[src/rtl/ram8_pkg.sv]
// Shared types and defaults for the RAM8 burst master.
// Holds op codes, the FSM state encoding and the width defaults.
package ram8_pkg;

  localparam int DEF_WIDTH = 16;
  localparam int DEF_AW    = 3;

  localparam logic OP_WRITE = 1'b0;
  localparam logic OP_READ  = 1'b1;

  typedef enum logic [1:0] {
    IDLE  = 2'd0,
    WRITE = 2'd1,
    READ  = 2'd2,
    DRAIN = 2'd3
  } state_t;

endpackage

[src/rtl/ram8_burst_if.sv]
// Command, write-stream and read-stream handshakes of the burst master.
// slave: burst master side; master: CPU-side initiator.
interface ram8_burst_if
  import ram8_pkg::*;
#(
  parameter int WIDTH = DEF_WIDTH,
  parameter int AW    = DEF_AW
);

  logic             cmd_valid;
  logic             cmd_ready;
  logic             cmd_op;
  logic [AW-1:0]    cmd_addr;
  logic [AW-1:0]    cmd_len;
  logic [WIDTH-1:0] wr_data;
  logic             wr_valid;
  logic             wr_ready;
  logic [WIDTH-1:0] rd_data;
  logic             rd_valid;
  logic             rd_ready;
  logic             rd_last;

  modport slave (
    input  cmd_valid, cmd_op, cmd_addr, cmd_len,
    input  wr_data, wr_valid, rd_ready,
    output cmd_ready, wr_ready,
    output rd_data, rd_valid, rd_last
  );

  modport master (
    output cmd_valid, cmd_op, cmd_addr, cmd_len,
    output wr_data, wr_valid, rd_ready,
    input  cmd_ready, wr_ready,
    input  rd_data, rd_valid, rd_last
  );

endinterface

[src/rtl/ram8_rd_stage.sv]
// Registered read output: data/valid/last plus capture and drain-clear enables.
// Ports: en (in READ), drain (in DRAIN), ready, last_in, din -> cap, clr, data, valid, last.
module ram8_rd_stage
  import ram8_pkg::*;
#(
  parameter int WIDTH = DEF_WIDTH
) (
  input  logic             clk,
  input  logic             rst_n,
  input  logic             en,
  input  logic             drain,
  input  logic             ready,
  input  logic             last_in,
  input  logic [WIDTH-1:0] din,
  output logic             cap,
  output logic             clr,
  output logic [WIDTH-1:0] data,
  output logic             valid,
  output logic             last
);

  // Slot is free when empty or being consumed this edge.
  assign cap = en && (!valid || ready);
  assign clr = drain && valid && ready;

  always_ff @(posedge clk or negedge rst_n) begin
    if (!rst_n) begin
      data  <= '0;
      valid <= 1'b0;
      last  <= 1'b0;
    end else if (cap) begin
      data  <= din;
      valid <= 1'b1;
      last  <= last_in;
    end else if (clr) begin
      valid <= 1'b0;
      last  <= 1'b0;
    end
  end

endmodule

[src/rtl/ram8_burst_master.sv]
// Burst initiator for the 8-word RAM: command FSM, address and length counters.
// Ports: clk, rst_n, bus (slave), busy, done, mem_in/mem_address/mem_load/mem_out.
module ram8_burst_master
  import ram8_pkg::*;
#(
  parameter int WIDTH = DEF_WIDTH,
  parameter int AW    = DEF_AW
) (
  input  logic             clk,
  input  logic             rst_n,
  ram8_burst_if.slave      bus,
  output logic             busy,
  output logic             done,
  output logic [WIDTH-1:0] mem_in,
  output logic [AW-1:0]    mem_address,
  output logic             mem_load,
  input  logic [WIDTH-1:0] mem_out
);

  state_t        state, state_n;
  logic [AW-1:0] addr;
  logic [AW-1:0] count;
  logic          done_q;
  logic          accept;
  logic          beat;
  logic          cap;
  logic          clr;
  logic          last_cnt;

  assign last_cnt = (count == '0);

  always_comb begin
    state_n = state;
    accept  = 1'b0;
    beat    = 1'b0;
    unique case (state)
      IDLE: begin
        accept = bus.cmd_valid;
        if (accept)
          state_n = (bus.cmd_op == OP_READ) ? READ : WRITE;
      end
      WRITE: begin
        beat = bus.wr_valid;
        if (beat && last_cnt) state_n = IDLE;
      end
      READ: begin
        if (cap && last_cnt) state_n = DRAIN;
      end
      DRAIN: begin
        if (clr) state_n = IDLE;
      end
      default: state_n = IDLE;
    endcase
  end

  always_ff @(posedge clk or negedge rst_n) begin
    if (!rst_n) state <= IDLE;
    else        state <= state_n;
  end

  always_ff @(posedge clk or negedge rst_n) begin
    if (!rst_n) begin
      addr   <= '0;
      count  <= '0;
      done_q <= 1'b0;
    end else begin
      done_q <= (beat && last_cnt) || clr;
      if (accept) begin
        addr  <= bus.cmd_addr;
        count <= bus.cmd_len;
      end else if (beat || cap) begin
        addr <= addr + 1'b1;
        if (!last_cnt) count <= count - 1'b1;
      end
    end
  end

  ram8_rd_stage #(.WIDTH(WIDTH)) u_rd (
    .clk     (clk),
    .rst_n   (rst_n),
    .en      (state == READ),
    .drain   (state == DRAIN),
    .ready   (bus.rd_ready),
    .last_in (last_cnt),
    .din     (mem_out),
    .cap     (cap),
    .clr     (clr),
    .data    (bus.rd_data),
    .valid   (bus.rd_valid),
    .last    (bus.rd_last)
  );

  assign bus.cmd_ready = (state == IDLE);
  assign bus.wr_ready  = (state == WRITE);
  assign mem_load      = beat;
  assign mem_in        = bus.wr_data;
  assign mem_address   = addr;
  assign busy          = (state != IDLE);
  assign done          = done_q;

endmodule

[src/flat_wrapper.sv]
// flat-port wrapper written by rule: the top's interface ports become plain ports
module ram8_burst_master_flat import ram8_pkg::*;
#(
  parameter int WIDTH = DEF_WIDTH,
  parameter int AW    = DEF_AW
)
  (clk, rst_n, busy, done, mem_in, mem_address, mem_load, mem_out, bus_cmd_valid, bus_cmd_op, bus_cmd_addr, bus_cmd_len, bus_wr_data, bus_wr_valid, bus_rd_ready, bus_cmd_ready, bus_wr_ready, bus_rd_data, bus_rd_valid, bus_rd_last);
  ram8_burst_if #(.WIDTH(WIDTH), .AW(AW)) bus_i ();
  input  logic clk;
  input  logic rst_n;
  output logic busy;
  output logic done;
  output logic [WIDTH-1:0] mem_in;
  output logic [AW-1:0] mem_address;
  output logic mem_load;
  input  logic [WIDTH-1:0] mem_out;
  input wire logic [$bits(bus_i.cmd_valid)-1:0] bus_cmd_valid;
  input wire logic [$bits(bus_i.cmd_op)-1:0] bus_cmd_op;
  input wire logic [$bits(bus_i.cmd_addr)-1:0] bus_cmd_addr;
  input wire logic [$bits(bus_i.cmd_len)-1:0] bus_cmd_len;
  input wire logic [$bits(bus_i.wr_data)-1:0] bus_wr_data;
  input wire logic [$bits(bus_i.wr_valid)-1:0] bus_wr_valid;
  input wire logic [$bits(bus_i.rd_ready)-1:0] bus_rd_ready;
  output wire logic [$bits(bus_i.cmd_ready)-1:0] bus_cmd_ready;
  output wire logic [$bits(bus_i.wr_ready)-1:0] bus_wr_ready;
  output wire logic [$bits(bus_i.rd_data)-1:0] bus_rd_data;
  output wire logic [$bits(bus_i.rd_valid)-1:0] bus_rd_valid;
  output wire logic [$bits(bus_i.rd_last)-1:0] bus_rd_last;
  assign bus_i.cmd_valid = bus_cmd_valid;
  assign bus_i.cmd_op = bus_cmd_op;
  assign bus_i.cmd_addr = bus_cmd_addr;
  assign bus_i.cmd_len = bus_cmd_len;
  assign bus_i.wr_data = bus_wr_data;
  assign bus_i.wr_valid = bus_wr_valid;
  assign bus_i.rd_ready = bus_rd_ready;
  assign bus_cmd_ready = bus_i.cmd_ready;
  assign bus_wr_ready = bus_i.wr_ready;
  assign bus_rd_data = bus_i.rd_data;
  assign bus_rd_valid = bus_i.rd_valid;
  assign bus_rd_last = bus_i.rd_last;
  ram8_burst_master #(.WIDTH(WIDTH), .AW(AW)) u_core (.clk(clk), .rst_n(rst_n), .bus(bus_i), .busy(busy), .done(done), .mem_in(mem_in), .mem_address(mem_address), .mem_load(mem_load), .mem_out(mem_out));
endmodule
[config.mk]
export PLATFORM = sky130hd
export DESIGN_NAME = ram8_burst_master_flat
export DESIGN_NICKNAME = d
export VERILOG_FILES = /design/src/rtl/ram8_pkg.sv /design/src/rtl/ram8_burst_if.sv /design/src/rtl/ram8_rd_stage.sv /design/src/rtl/ram8_burst_master.sv /design/src/flat_wrapper.sv
export SDC_FILE = /design/constraint.sdc
export NUM_CORES = 1
export LEC_CHECK = 0
export ABC_AREA = 1
export CAP_MARGIN = 20
export CORE_MARGIN = 2
export CORE_UTILIZATION = 34
export CTS_CLUSTER_SIZE = 20
export DETAILED_ROUTE_END_ITERATION = 7
export MAX_ROUTING_LAYER = met4
export PLACE_DENSITY = 0.81
export SLEW_MARGIN = 5
export SYNTH_ARGS = -nofsm -noshare
export SYNTH_HDL_FRONTEND = slang
export SYNTH_SLANG_ARGS = --single-unit
[constraint.sdc]
create_clock -name clk -period 1.2 [get_ports clk]
set_input_delay 0.24 -clock clk [delete_from_list [all_inputs] [get_ports clk]]
set_output_delay 0.24 -clock clk [all_outputs]
set_load 0.01 [all_outputs]
==> reports/metrics.csv <==
metric;value;unit
run_status;complete, but fails checks;
violations;setup timing;
met3_usage;3.084;%
pwr-share-clk;8.3;%
p_int;0.003614;W
cts-root-buf;clkbuf_8;
hold_buffers;0;
drt_iter0_markers;73;
yosysWarnings;0;
cp_common_cell;buf_6;
cts_buffers;3;
grt_pass1_vias;1343;
via_per_inst;4.619;
fin_skew;3.795;ps
dr.pass1.iters;4;
track_usage;17.28;%
setup_viol_count_final;31;
gr-usage-met2;29.45;%
seq_area_frac_synth;47.04;%
drc;0;
setup_tns;-4252;ps
busiest_layer;met2;
grt_use_met1;21.22;%
pwr-share-comb;65.0;%
holdCritPathClass;in -> async;
ys_top_cells_by_count;nand2_1 (73), dfrtp_1 (27), nand3_1 (23);
slew_headroom;85.35;%
h-tree-depth;1;
yosysMostFrequentCell;nand2_1;
worstSetupEndpointType;flip-flop;
grt_max_degree;28;
slew_violations;0;
grt_setup_unrepaired;true;
synth_largest_area_cell;dfrtp_1;
antenna_found_initial;0;
synth_top_area_share;47.04;%
synthesis.area;1436;µm²
grt_pass1_wl;6003;µm
wire_per_inst;12.90;µm
fin_crit_sh;117.1;%
drv_cap;0;
hold_viol_final;0;
drtAntennaViolNets;0;
syn_to_final_growth;73.87;%
wirelength;3959;µm
clock_latency;270;ps
tightest_slew;217.5;ps
vdd_ir_drop_max;901.1;µV
dp.final_hpwl;2497;µm
dieHeight;69.00;µm
worstSetupPathType;reg -> reg;
p_sw;0.002501;W
cts.reportedPaths.clkPinSlew;90;ps
dp.cells;285;
slowest_delay;430;ps
cts_tree;done;
path_cells;buf_6, inv_4, buf_6, nor2_4, nand2_4, buf_6, nand3_4, nand2_1, o21ai_1;
dieArea;4760;µm²
p_leak;1.242;nW
sequentialPowerShare;26.7;%
finalNonFillerCells;307;
fmax;711.9;MHz
crit_required;1400;ps
io_buffers;53;
rows;23;
layout_setup_ws;-204.6;ps
synth_seq_cells;27;
cts_buffer_depth;2;
slowest_stage;dfrtp_2;
p_sw_share;40.90;%
syn-num-nets;231;
vias;1418;
synth_edf_count;0;
core;4029;µm²
startpoint_type;flip-flop;
die_w;69.00;µm
async_reset_ff_share;100.0;%
antenna_cells;0;
initial_core_util;35.65;%
syn_inst;184;
power.density;2448;nW/µm²
synthDistinctLibCells;20;
clkSinkCount;27;
r2r_cells;9;
nets;305;
synthTopCellsByArea;dfrtp_1 (47%), nand2_1 (19%), buf_4 (8.4%);
drive_gt1_share;39.30;%
cp_max_fo;5;
period_needed;1405;ps
grt-ovfl-total;0;
gp_congestion;0.7485;
avgSynthCellArea;7.806;µm²
ys.flop_type;dfrtp_1;
ios;86;
arrival;1600;ps
==> timing repair <==
action	in CTS	in global routing
buffers inserted	8	8
pin swaps	25	17
resized for setup	97	45
gates cloned	3	0
setup endpoints to repair	52	51
==> power by group through the flow <==
stage               logic [W]  clock network [W]  registers [W]
finish                0.00397           0.000508        0.00163
global route          0.00436           0.000587        0.00168
CTS                   0.00352           0.000529        0.00159
detailed placement    0.00299                  0        0.00161
global placement      0.00291                  0        0.00160
floorplan             0.00136                  0        0.00179
==> area by class of cell <==
cell class	count	area (µm²)
tap	50	62.56
timing repair buffer	88	882.1
fill	371	1531
sequential	27	678.2
inverter	16	65.06
multi-input combinational	122	764.5
clock buffer	4	45.04
==> flip-flops by register name (all words and copies together) (netlist names) <==
name	cells
u_core.mem_address	3
u_core.count	3
u_core.done	1
u_core.u_rd.valid	1
u_core.state	2
u_core.u_rd.data	16
u_core.u_rd.last	1
==> cell families (layout without fill, tap and decap cells) <==
kind of cell	count (synthesis)	after routing	share of synthesized area, %
AOI/OAI and AO/OA	8	8	2.787
xor gates and xnor gates	1	1	0.6099
adders and majority gates	3	3	2.614
buffers and inverters	36	108	14.29
DFF	27	27	47.04
and+or+nand+nor	109	110	32.67
==> routing by layer <==
layer,routed length [µm],vias to the layer above
met3,237,8
met5,0,-
li1,-,706
met1,1659,658
met4,44,0
met2,2018,46
==> layout by cell type (no fill, tap or decap), drive strengths merged <==
cell and n:
a21oi 1, buf 39, clkbuf 6, clkdlybuf4s15 19
clkdlybuf4s50 27, dfrtp 27, dlygate4sd2 1, ha 3
inv 16, nand2 75, nand3 25, nand4 3
nor2 6, o21ai 7, or2 1, xor2 1
==> final timing paths <==
check                                                start                                 to  slack (ps)
setup reg to reg               u_core.state[1]$_DFFE_PN0P_  u_core.mem_address[2]$_DFFE_PN0P_        -200
hold reg to reg            u_core.u_rd.data[5]$_DFFE_PN0P_    u_core.u_rd.data[5]$_DFFE_PN0P_         490
min in group clk                            bus_wr_data[3]                          mem_in[3]         480
max in group asynchronous                            rst_n        u_core.state[1]$_DFFE_PN0P_         720
setup / recovery               u_core.state[1]$_DFFE_PN0P_  u_core.mem_address[2]$_DFFE_PN0P_        -200
hold / removal                                       rst_n    u_core.u_rd.data[0]$_DFFE_PN0P_         310
==> metrics by stage <==
| step | total power (W) | util (%) | hold slack (ps) | area (µm²) | worst slack [ps] |
|---|---|---|---|---|---|
| after floorplan | 0.003159 | - | -55.59 | 1468 | -19.66 |
| final | 0.006114 | 61.99 | 314.2 | 2497 | -204.6 |
| after CTS | 0.005641 | 58.48 | 314.8 | 2356 | -189.0 |
| after global routing | 0.006622 | 61.99 | 328.0 | 2497 | -263.1 |
| after detailed placement | 0.004604 | 51.06 | 462.7 | 2057 | -400.0 |
| after global placement | 0.004509 | 51.06 | 453.1 | 2057 | -390.5 |
==> worst max-delay path, delay by kind of cell (launching register included) <==
family                 cells  cell delay [ps]
AO/OA/AOI/OAI              1               70
buffers and inverters      4              410
flip-flops                 1              430
AND/OR/NAND/NOR            4              430
Power figures use the tool's default switching activity.
